File: config.mk
export PLATFORM = sky130hd
export DESIGN_NAME = change_dispenser
export DESIGN_NICKNAME = d
export VERILOG_FILES = /design/src/rtl/vending_pkg.sv /design/src/rtl/ack_timer.sv /design/src/rtl/change_dispenser.sv
export SDC_FILE = /design/constraint.sdc
export NUM_CORES = 1
export LEC_CHECK = 0
export ABC_AREA = 1
export CAP_MARGIN = 30
export CORE_UTILIZATION = 52
export CTS_BUF_LIST = sky130_fd_sc_hd__clkbuf_16
export DETAILED_ROUTE_END_ITERATION = 8
export GPL_ROUTABILITY_DRIVEN = 0
export GPL_TIMING_DRIVEN = 0
export PLACE_DENSITY_LB_ADDON = 0.08
export SYNTH_ARGS = -nofsm -noshare
export SYNTH_HDL_FRONTEND = slang
export SYNTH_SLANG_ARGS = --single-unit
File: constraint.sdc
create_clock -name clk -period 2 [get_ports clk]
set_input_delay 0.3 -clock clk [delete_from_list [all_inputs] [get_ports clk]]
set_output_delay 0.3 -clock clk [all_outputs]
set_load 0.02 [all_outputs]
File: src/rtl/vending_pkg.sv
// Shared types and constants for the vending output stage.
package vending_pkg;

  localparam logic [2:0] CHG_0  = 3'd0;
  localparam logic [2:0] CHG_5  = 3'd1;
  localparam logic [2:0] CHG_10 = 3'd2;
  localparam logic [2:0] CHG_15 = 3'd3;
  localparam logic [2:0] CHG_20 = 3'd4;

  typedef enum logic [2:0] {
    IDLE,
    VEND,
    VEND_WAIT,
    COIN,
    COIN_WAIT,
    DONE
  } disp_state_t;

  localparam int unsigned ERR_W     = 4;
  localparam int unsigned ERR_OVF   = 0;
  localparam int unsigned ERR_TMO   = 1;
  localparam int unsigned ERR_CODE  = 2;
  localparam int unsigned ERR_SHORT = 3;

  // Codes above 20 cents are treated as no change.
  function automatic logic [2:0] chg_sanitize(input logic [2:0] code);
    return (code > CHG_20) ? CHG_0 : code;
  endfunction

endpackage

File: src/rtl/ack_timer.sv
// Wait-state watchdog: counts cycles while enabled, flags expiry after ACK_TIMEOUT cycles.
module ack_timer #(
  parameter int unsigned ACK_TIMEOUT = 16,
  parameter int unsigned TMR_W       = 5
) (
  input  logic clk,
  input  logic i_rst,
  input  logic i_clr,
  input  logic i_en,
  output logic o_expired_c
);

  logic [TMR_W-1:0] cnt_q, cnt_d;

  // Count saturates at the expiry value so it never wraps.
  always_comb begin
    cnt_d = cnt_q;
    if (i_clr) begin
      cnt_d = '0;
    end else if (i_en && !o_expired_c) begin
      cnt_d = cnt_q + TMR_W'(1);
    end
  end

  always_ff @(posedge clk) begin
    if (i_rst) begin
      cnt_q <= '0;
    end else begin
      cnt_q <= cnt_d;
    end
  end

  assign o_expired_c = (cnt_q == TMR_W'(ACK_TIMEOUT - 1));

endmodule

File: src/rtl/change_dispenser.sv
// Vend actuator + change hopper sequencer with one-deep request buffer,
// per-item ack handshake, ack watchdog and sticky error flags.
module change_dispenser
  import vending_pkg::*;
#(
  parameter int unsigned ACK_TIMEOUT = 16,
  parameter int unsigned TMR_W       = 5
) (
  input  logic       clk,
  input  logic       i_rst,
  input  logic       i_soda,
  input  logic [2:0] i_change,
  input  logic       i_vend_ack,
  input  logic       i_coin_ack,
  input  logic       i_dime_empty,
  input  logic       i_nickel_empty,
  output logic       o_vend,
  output logic       o_eject_dime,
  output logic       o_eject_nickel,
  output logic       o_busy,
  output logic       o_done,
  output logic [3:0] o_err
);

  disp_state_t      state_q, state_d;
  logic [2:0]       rem_q, rem_d;
  logic [2:0]       pend_code_q, pend_code_d;
  logic             pend_vld_q, pend_vld_d;
  logic             vend_q, vend_d;
  logic             dime_q, dime_d;
  logic             nickel_q, nickel_d;
  logic             done_q, done_d;
  logic             busy_q, busy_d;
  logic [ERR_W-1:0] err_q, err_d;

  logic       in_wait_c, ack_ok_c, expired_c, to_pend_c;
  logic [2:0] code_c;

  assign in_wait_c = (state_q == VEND_WAIT) || (state_q == COIN_WAIT);
  // An ack arriving while the request pulse is still on the wire is not trusted.
  assign ack_ok_c  = !(vend_q || dime_q || nickel_q);
  assign code_c    = chg_sanitize(i_change);
  // DONE with an empty slot takes the new request directly as the active one.
  assign to_pend_c = i_soda && (state_q != IDLE) && !((state_q == DONE) && !pend_vld_q);

  ack_timer #(
    .ACK_TIMEOUT(ACK_TIMEOUT),
    .TMR_W      (TMR_W)
  ) u_ack_timer (
    .clk        (clk),
    .i_rst      (i_rst),
    .i_clr      (!in_wait_c),
    .i_en       (in_wait_c),
    .o_expired_c(expired_c)
  );

  always_comb begin
    state_d     = state_q;
    rem_d       = rem_q;
    pend_code_d = pend_code_q;
    pend_vld_d  = pend_vld_q;
    vend_d      = 1'b0;
    dime_d      = 1'b0;
    nickel_d    = 1'b0;
    done_d      = 1'b0;
    err_d       = err_q;

    if (i_soda && (i_change > CHG_20)) begin
      err_d[ERR_CODE] = 1'b1;
    end

    case (state_q)
      IDLE: begin
        if (i_soda) begin
          rem_d   = code_c;
          state_d = VEND;
        end
      end
      VEND: begin
        vend_d  = 1'b1;
        state_d = VEND_WAIT;
      end
      VEND_WAIT: begin
        if (i_vend_ack && ack_ok_c) begin
          state_d = COIN;
        end else if (expired_c) begin
          err_d[ERR_TMO] = 1'b1;
          state_d        = COIN;
        end
      end
      COIN: begin
        if (rem_q == 3'd0) begin
          state_d = DONE;
        end else if ((rem_q >= 3'd2) && !i_dime_empty) begin
          dime_d  = 1'b1;
          rem_d   = rem_q - 3'd2;
          state_d = COIN_WAIT;
        end else if (!i_nickel_empty) begin
          nickel_d = 1'b1;
          rem_d    = rem_q - 3'd1;
          state_d  = COIN_WAIT;
        end else begin
          err_d[ERR_SHORT] = 1'b1;
          rem_d            = 3'd0;
          state_d          = DONE;
        end
      end
      COIN_WAIT: begin
        if (i_coin_ack && ack_ok_c) begin
          state_d = COIN;
        end else if (expired_c) begin
          err_d[ERR_TMO] = 1'b1;
          state_d        = COIN;
        end
      end
      DONE: begin
        done_d = 1'b1;
        if (pend_vld_q) begin
          rem_d      = pend_code_q;
          pend_vld_d = 1'b0;
          state_d    = VEND;
        end else if (i_soda) begin
          rem_d   = code_c;
          state_d = VEND;
        end else begin
          state_d = IDLE;
        end
      end
      default: state_d = IDLE;
    endcase

    // Pending slot: a slot freed on this edge can be refilled on the same edge.
    if (to_pend_c) begin
      if (!pend_vld_d) begin
        pend_vld_d  = 1'b1;
        pend_code_d = code_c;
      end else begin
        err_d[ERR_OVF] = 1'b1;
      end
    end

    busy_d = (state_d != IDLE);
  end

  always_ff @(posedge clk) begin
    if (i_rst) begin
      state_q     <= IDLE;
      rem_q       <= 3'd0;
      pend_code_q <= 3'd0;
      pend_vld_q  <= 1'b0;
      vend_q      <= 1'b0;
      dime_q      <= 1'b0;
      nickel_q    <= 1'b0;
      done_q      <= 1'b0;
      busy_q      <= 1'b0;
      err_q       <= '0;
    end else begin
      state_q     <= state_d;
      rem_q       <= rem_d;
      pend_code_q <= pend_code_d;
      pend_vld_q  <= pend_vld_d;
      vend_q      <= vend_d;
      dime_q      <= dime_d;
      nickel_q    <= nickel_d;
      done_q      <= done_d;
      busy_q      <= busy_d;
      err_q       <= err_d;
    end
  end

  assign o_vend         = vend_q;
  assign o_eject_dime   = dime_q;
  assign o_eject_nickel = nickel_q;
  assign o_busy         = busy_q;
  assign o_done         = done_q;
  assign o_err          = err_q;

endmodule

* Word-level counts from Yosys, hierarchy flattened
Index checks and enable logic that the tools add are counted.
W data, S select, Z words.
** Storage, ports and cells
- Bits in registers :: 24
- Input port bits :: 10
** Cells by class
- Add/sub/neg operators :: 3
- $lt $le $gt $ge :: 2
- Eq/ne operators :: 9
- Muxes and demuxes :: 27
- Bitwise gates (word level) :: 5
- Reductions and logical operators :: 30
** Operators by type and width (number)
- $mux W3 :: 10
- $pmux W3 S6 :: 1
- $mux W1 :: 14
- $pmux W3 S3 :: 1
- $reduce_bool A3 Y1 :: 3
- $logic_and A1 B1 Y1 :: 8
- $eq A3 B2 Y1 const B :: 2
- $eq A3 B3 Y1 const B :: 2
- $logic_not A3 Y1 :: 2
- $ne A2 B2 Y1 const B :: 3
- $reduce_and A2 Y1 :: 3
- $add A5 B1 Y5 const B :: 1
- $eq A5 B4 Y1 const B :: 1
- $logic_not A1 Y1 :: 5
- $not A1 Y1 :: 5
- $reduce_and A4 Y1 :: 1
- $reduce_or A4 Y1 :: 1
- $eq A3 B1 Y1 const B :: 1
- $ge A3 B2 Y1 const B :: 1
- $gt A3 B3 Y1 const B :: 1
- $logic_or A1 B1 Y1 :: 3
- $reduce_and A3 Y1 :: 1
- $reduce_or A3 Y1 :: 1
- $sub A3 B1 Y3 const B :: 1
- 4 further kinds :: 4

* Logic depth before layout (Yosys ltp)
- Word-level depth :: 7
- Gate-level depth with buffers :: 11
- Mapped depth without buffers :: 11

* By module
From an unflattened synthesis, not the netlist that was laid out.
** Second synthesis, totals
- Cells, all modules :: 187
- Area, all modules :: 1340.0 um2
** Modules (own cells, without submodules)
- change_dispenser :: times used 1, cells each 153, area an instance 1069.8 um2
- ack_timer :: times used 1, cells each 34, area an instance 270.3 um2

* Worst setup path after synthesis
No wires, ideal clock.
- Path kind :: reg2reg
- Start point :: register u_ack_timer.cnt_q[0]
- End point :: register busy_q, in the netlist o_busy
- Setup time :: 0.115 ns
- Data arrival time :: 1.404 ns
- Data required time :: 1.885 ns
- Path slack :: 0.482 ns
- Cell stages (with the launch flop) :: 10
- Path buffers :: 0
- Period minus slack after synthesis :: 1.518 ns
- Cell sequence :: dfxtp_1 > ha_1 > and3_1 > ha_1 > inv_1 > nand3_1 > nand2_1 > nand3_1 > a21oi_1 > nand2_1
** On the way
- Cells in the longest elaborated chain, start to end :: 5
** RTL lines
- start: declaration :: RTL line ack_timer.sv:13 : logic [TMR_W-1:0] cnt_q, cnt_d;
- start signal: assignment :: RTL line ack_timer.sv:29 : cnt_q <= cnt_d;
- $eq A5 B4 Y1 (*) :: RTL line ack_timer.sv:33 : assign o_expired_c = (cnt_q == TMR_W'(ACK_TIMEOUT - 1));
- $mux W3 (*) :: RTL line change_dispenser.sv:86, change_dispenser.sv:111
- $mux W3 (on tied branches) :: RTL line change_dispenser.sv:109, change_dispenser.sv:84
- $pmux W3 S6 (*) :: RTL line change_dispenser.sv:72 : case (state_q)
- $reduce_bool A3 Y1 (*) :: RTL line change_dispenser.sv:142 : busy_d = (state_d != IDLE);
- end signal: assignment :: RTL line change_dispenser.sv:166 : busy_q <= busy_d;
- end: declaration :: RTL line change_dispenser.sv:33 : logic busy_q, busy_d;
Mark *: on every way between the ends. The rest lies on a longest branch, timed or not.
A chain may end at the register's enable or synchronous reset.

* Worst setup path in the final report
Same ends and word-level chain as after synthesis.

==> run metrics <==
worst-margin pin slew=488 ps; CTS resizes=0; Crit Path Category=flip-flop to flip-flop; Max clock buf depth=2; Final Setup Violations=0; I/O Buffers=17; Pwr Total=0.00142 W; # diodes=0; worst r2r src=u_ack_timer.cnt_q[0]; die footprint=0.00262 sq mm; CTS clk-pin slew, worst paths=60 ps; hold buffer count at CTS=0; clk_skew=3.25 ps; synthesized net count=201; post-synthesis cell area=0.00126 sq mm; number of H-tree levels=1; Avg Cell Area, Syn=6.79 sq um; first-pass GRT wire length=4530 um; pwr dens=907 mW/mm^2; Syn. warnings=0; all-layer global routing usage=0.232; initial antenna violation count=0; CTS root buf=clkbuf_16; synthesized netlist cell count=185; Final Hold Viols=0; crit-path most repeated cell=nand2_1; ANT nets after route=0; core area=0.00225 sq mm; IO Pins=19; sequential share of power=0.381; hold slack final=415 ps; Die X=51.2 um; WP data required=2150 ps; CP Capture Type=flip-flop; R2R setup slack=310 ps; fin. max-slew vios=0; P&R area growth vs syn=24.7%; Starting Density=0.557; Max stage delay on crit path=330 ps; Critical Path Fanout Max=5; final core occ=0.695; Final period util=0.843; setup bufs post-CTS=0; worst-skew pair later-pin latency=260 ps; Routed WL per cell=11.0 um; vias in the first global route=1098; switching fraction of total power=0.270; setup ws final=313 ps; Yosys cell types=22; fill count=200; DRC=0; crit path time final=1690 ps; worst setup path startpoint=u_ack_timer.cnt_q[0]; most frequent cells in the layout=nand2_1, inv_1, nor2_1, dfxtp_1; DP HPWL=1980 um; sequential area share after synthesis=0.382; Lkg Pwr=0.740 nW; fmax=0.593 GHz; MaxCap Viol Count=0; Hold Crit Class=input pin to flip-flop; Peak VDD IR=0.000660 V; global route overflow=0; nets@finish=223; share of cells above drive strength 1=0.0583; worst slack at placement=193 ps; Critical Path Start Type=flip-flop; P_int=0.00104 W; die height=51.2 um; Slew HR=0.675; P_sw=0.000384 W; clock share of power=0.398; final WL=2570 um; # rows=17; Via density=4.98; commonest non-fill, non-tap cell in the layout=nand2_1; Num CTS Buffers=3; CP cell instances=ha_1, and3_1, ha_1, inv_1, a21oi_1, nor3_1, nand2_1, nand2_1, nand2_1; CP arrival=1840 ps; slowest CP cell=dfxtp_1; FF+latch count, synth=24; DR vias=1166; largest net degree at the start of global routing=15; RSZ-0062 raised after global routing=no; Comb power frac=0.221; CTS tree=yes; Detailed Routing Iterations Pass 1=4; initial DRC count=30; setup TNS=0 ps; CTS Sinks=24; outcome=finished, final reports clean; startpoint of the worst hold path=i_rst
[registers in the layout (all words and copies together), names as in the netlist]
register / cells
state_q: 3
o_vend: 1
o_eject_dime: 1
o_busy: 1
o_err: 4
o_done: 1
u_ack_timer.cnt_q: 5
pend_code_q: 3
rem_q: 3
o_eject_nickel: 1
pend_vld_q: 1
[cell families after synthesis]
kind of cell | after synthesis | synth area share
xor+xnor | 3 | 0.0209
compound gates | 28 | 0.128
buf+inv | 29 | 0.0867
fa+ha+maj | 6 | 0.0598
flops | 24 | 0.382
simple gates | 95 | 0.322
[power groups by stage]
stage | Clock [W] | Sequential (W) | Combinational (W)
after floorplan | 0 | 0.000559 | 0.000216
after global placement | 0 | 0.000549 | 0.000301
after detailed placement | 0 | 0.000551 | 0.000313
after CTS | 0.000576 | 0.000540 | 0.000316
after global routing | 0.000593 | 0.000545 | 0.000359
final | 0.000565 | 0.000541 | 0.000314
[stage by stage]
stage               std cells  instance area, sq um
CTS                       234                  1570
global route              234                  1570
finish                    234                  1570
detailed placement        230                  1460
global placement          230                  1460
floorplan                 185                  1260
[worst max-delay path: cells and delay by family (launching register included)]
family / cells / cell delay (ps)
AOI/OAI and AO/OA: 1 / 60
adders and majority gates: 2 / 440
buffers and inverters: 1 / 170
DFF: 1 / 330
and+or+nand+nor: 5 / 580
[per-layer routing]
layer,vias to the layer above,GRT usage,share of wire
li1,632,-,-
met1,507,0.285,0.51
met2,22,0.390,0.45
met3,5,0.0476,0.030
met4,0,0.0972,0.012
met5,-,0,0
[Yosys cell counts]
cell type  instances  area (sq um)
nand4_1            1          6.26
clkbuf_1           2          7.51
and3_1             1          6.26
a211oi_1           2          15.0
o211ai_1           2          15.0
dfxtp_1           24           480
nand2_2            3          18.8
nand3_1           17          85.1
xor2_1             3          26.3
nor3_1             2          10.0
o21ai_0            7          35.0
inv_2              2          7.51
nor2_2             3          18.8
inv_1             25          93.8
nor2_1            24          90.1
o21a_1             3          22.5
nand2_1           43           161
nand3b_1           1          7.51
a31oi_1            1          6.26
ha_1               6          75.1
o21bai_1           1          7.51
a21oi_1           12          60.1
[final cells by class]
class | instances | area, sq um | share of cell area
Clock inverter | 1 | 30.0 | 0.0192
Timing Repair Buffer | 17 | 170 | 0.109
Multi-Input combinational cell | 132 | 667 | 0.426
Buffer | 2 | 7.51 | 0.00479
Clock buffer | 3 | 75.1 | 0.0479
Sequential cell | 24 | 480 | 0.307
Tap cell | 28 | 35.0 | 0.0224
Inverter | 27 | 101 | 0.0647
[path summary, 6_finish.rpt]
| path | depth (start not counted) | end |
|---|---|---|
| max | 9 | o_busy |
| max reg2reg | 9 | o_busy |
| min | 2 | o_err[0] |
| min reg2reg | 1 | o_err[1] |
(Power assumes the default switching activity.)
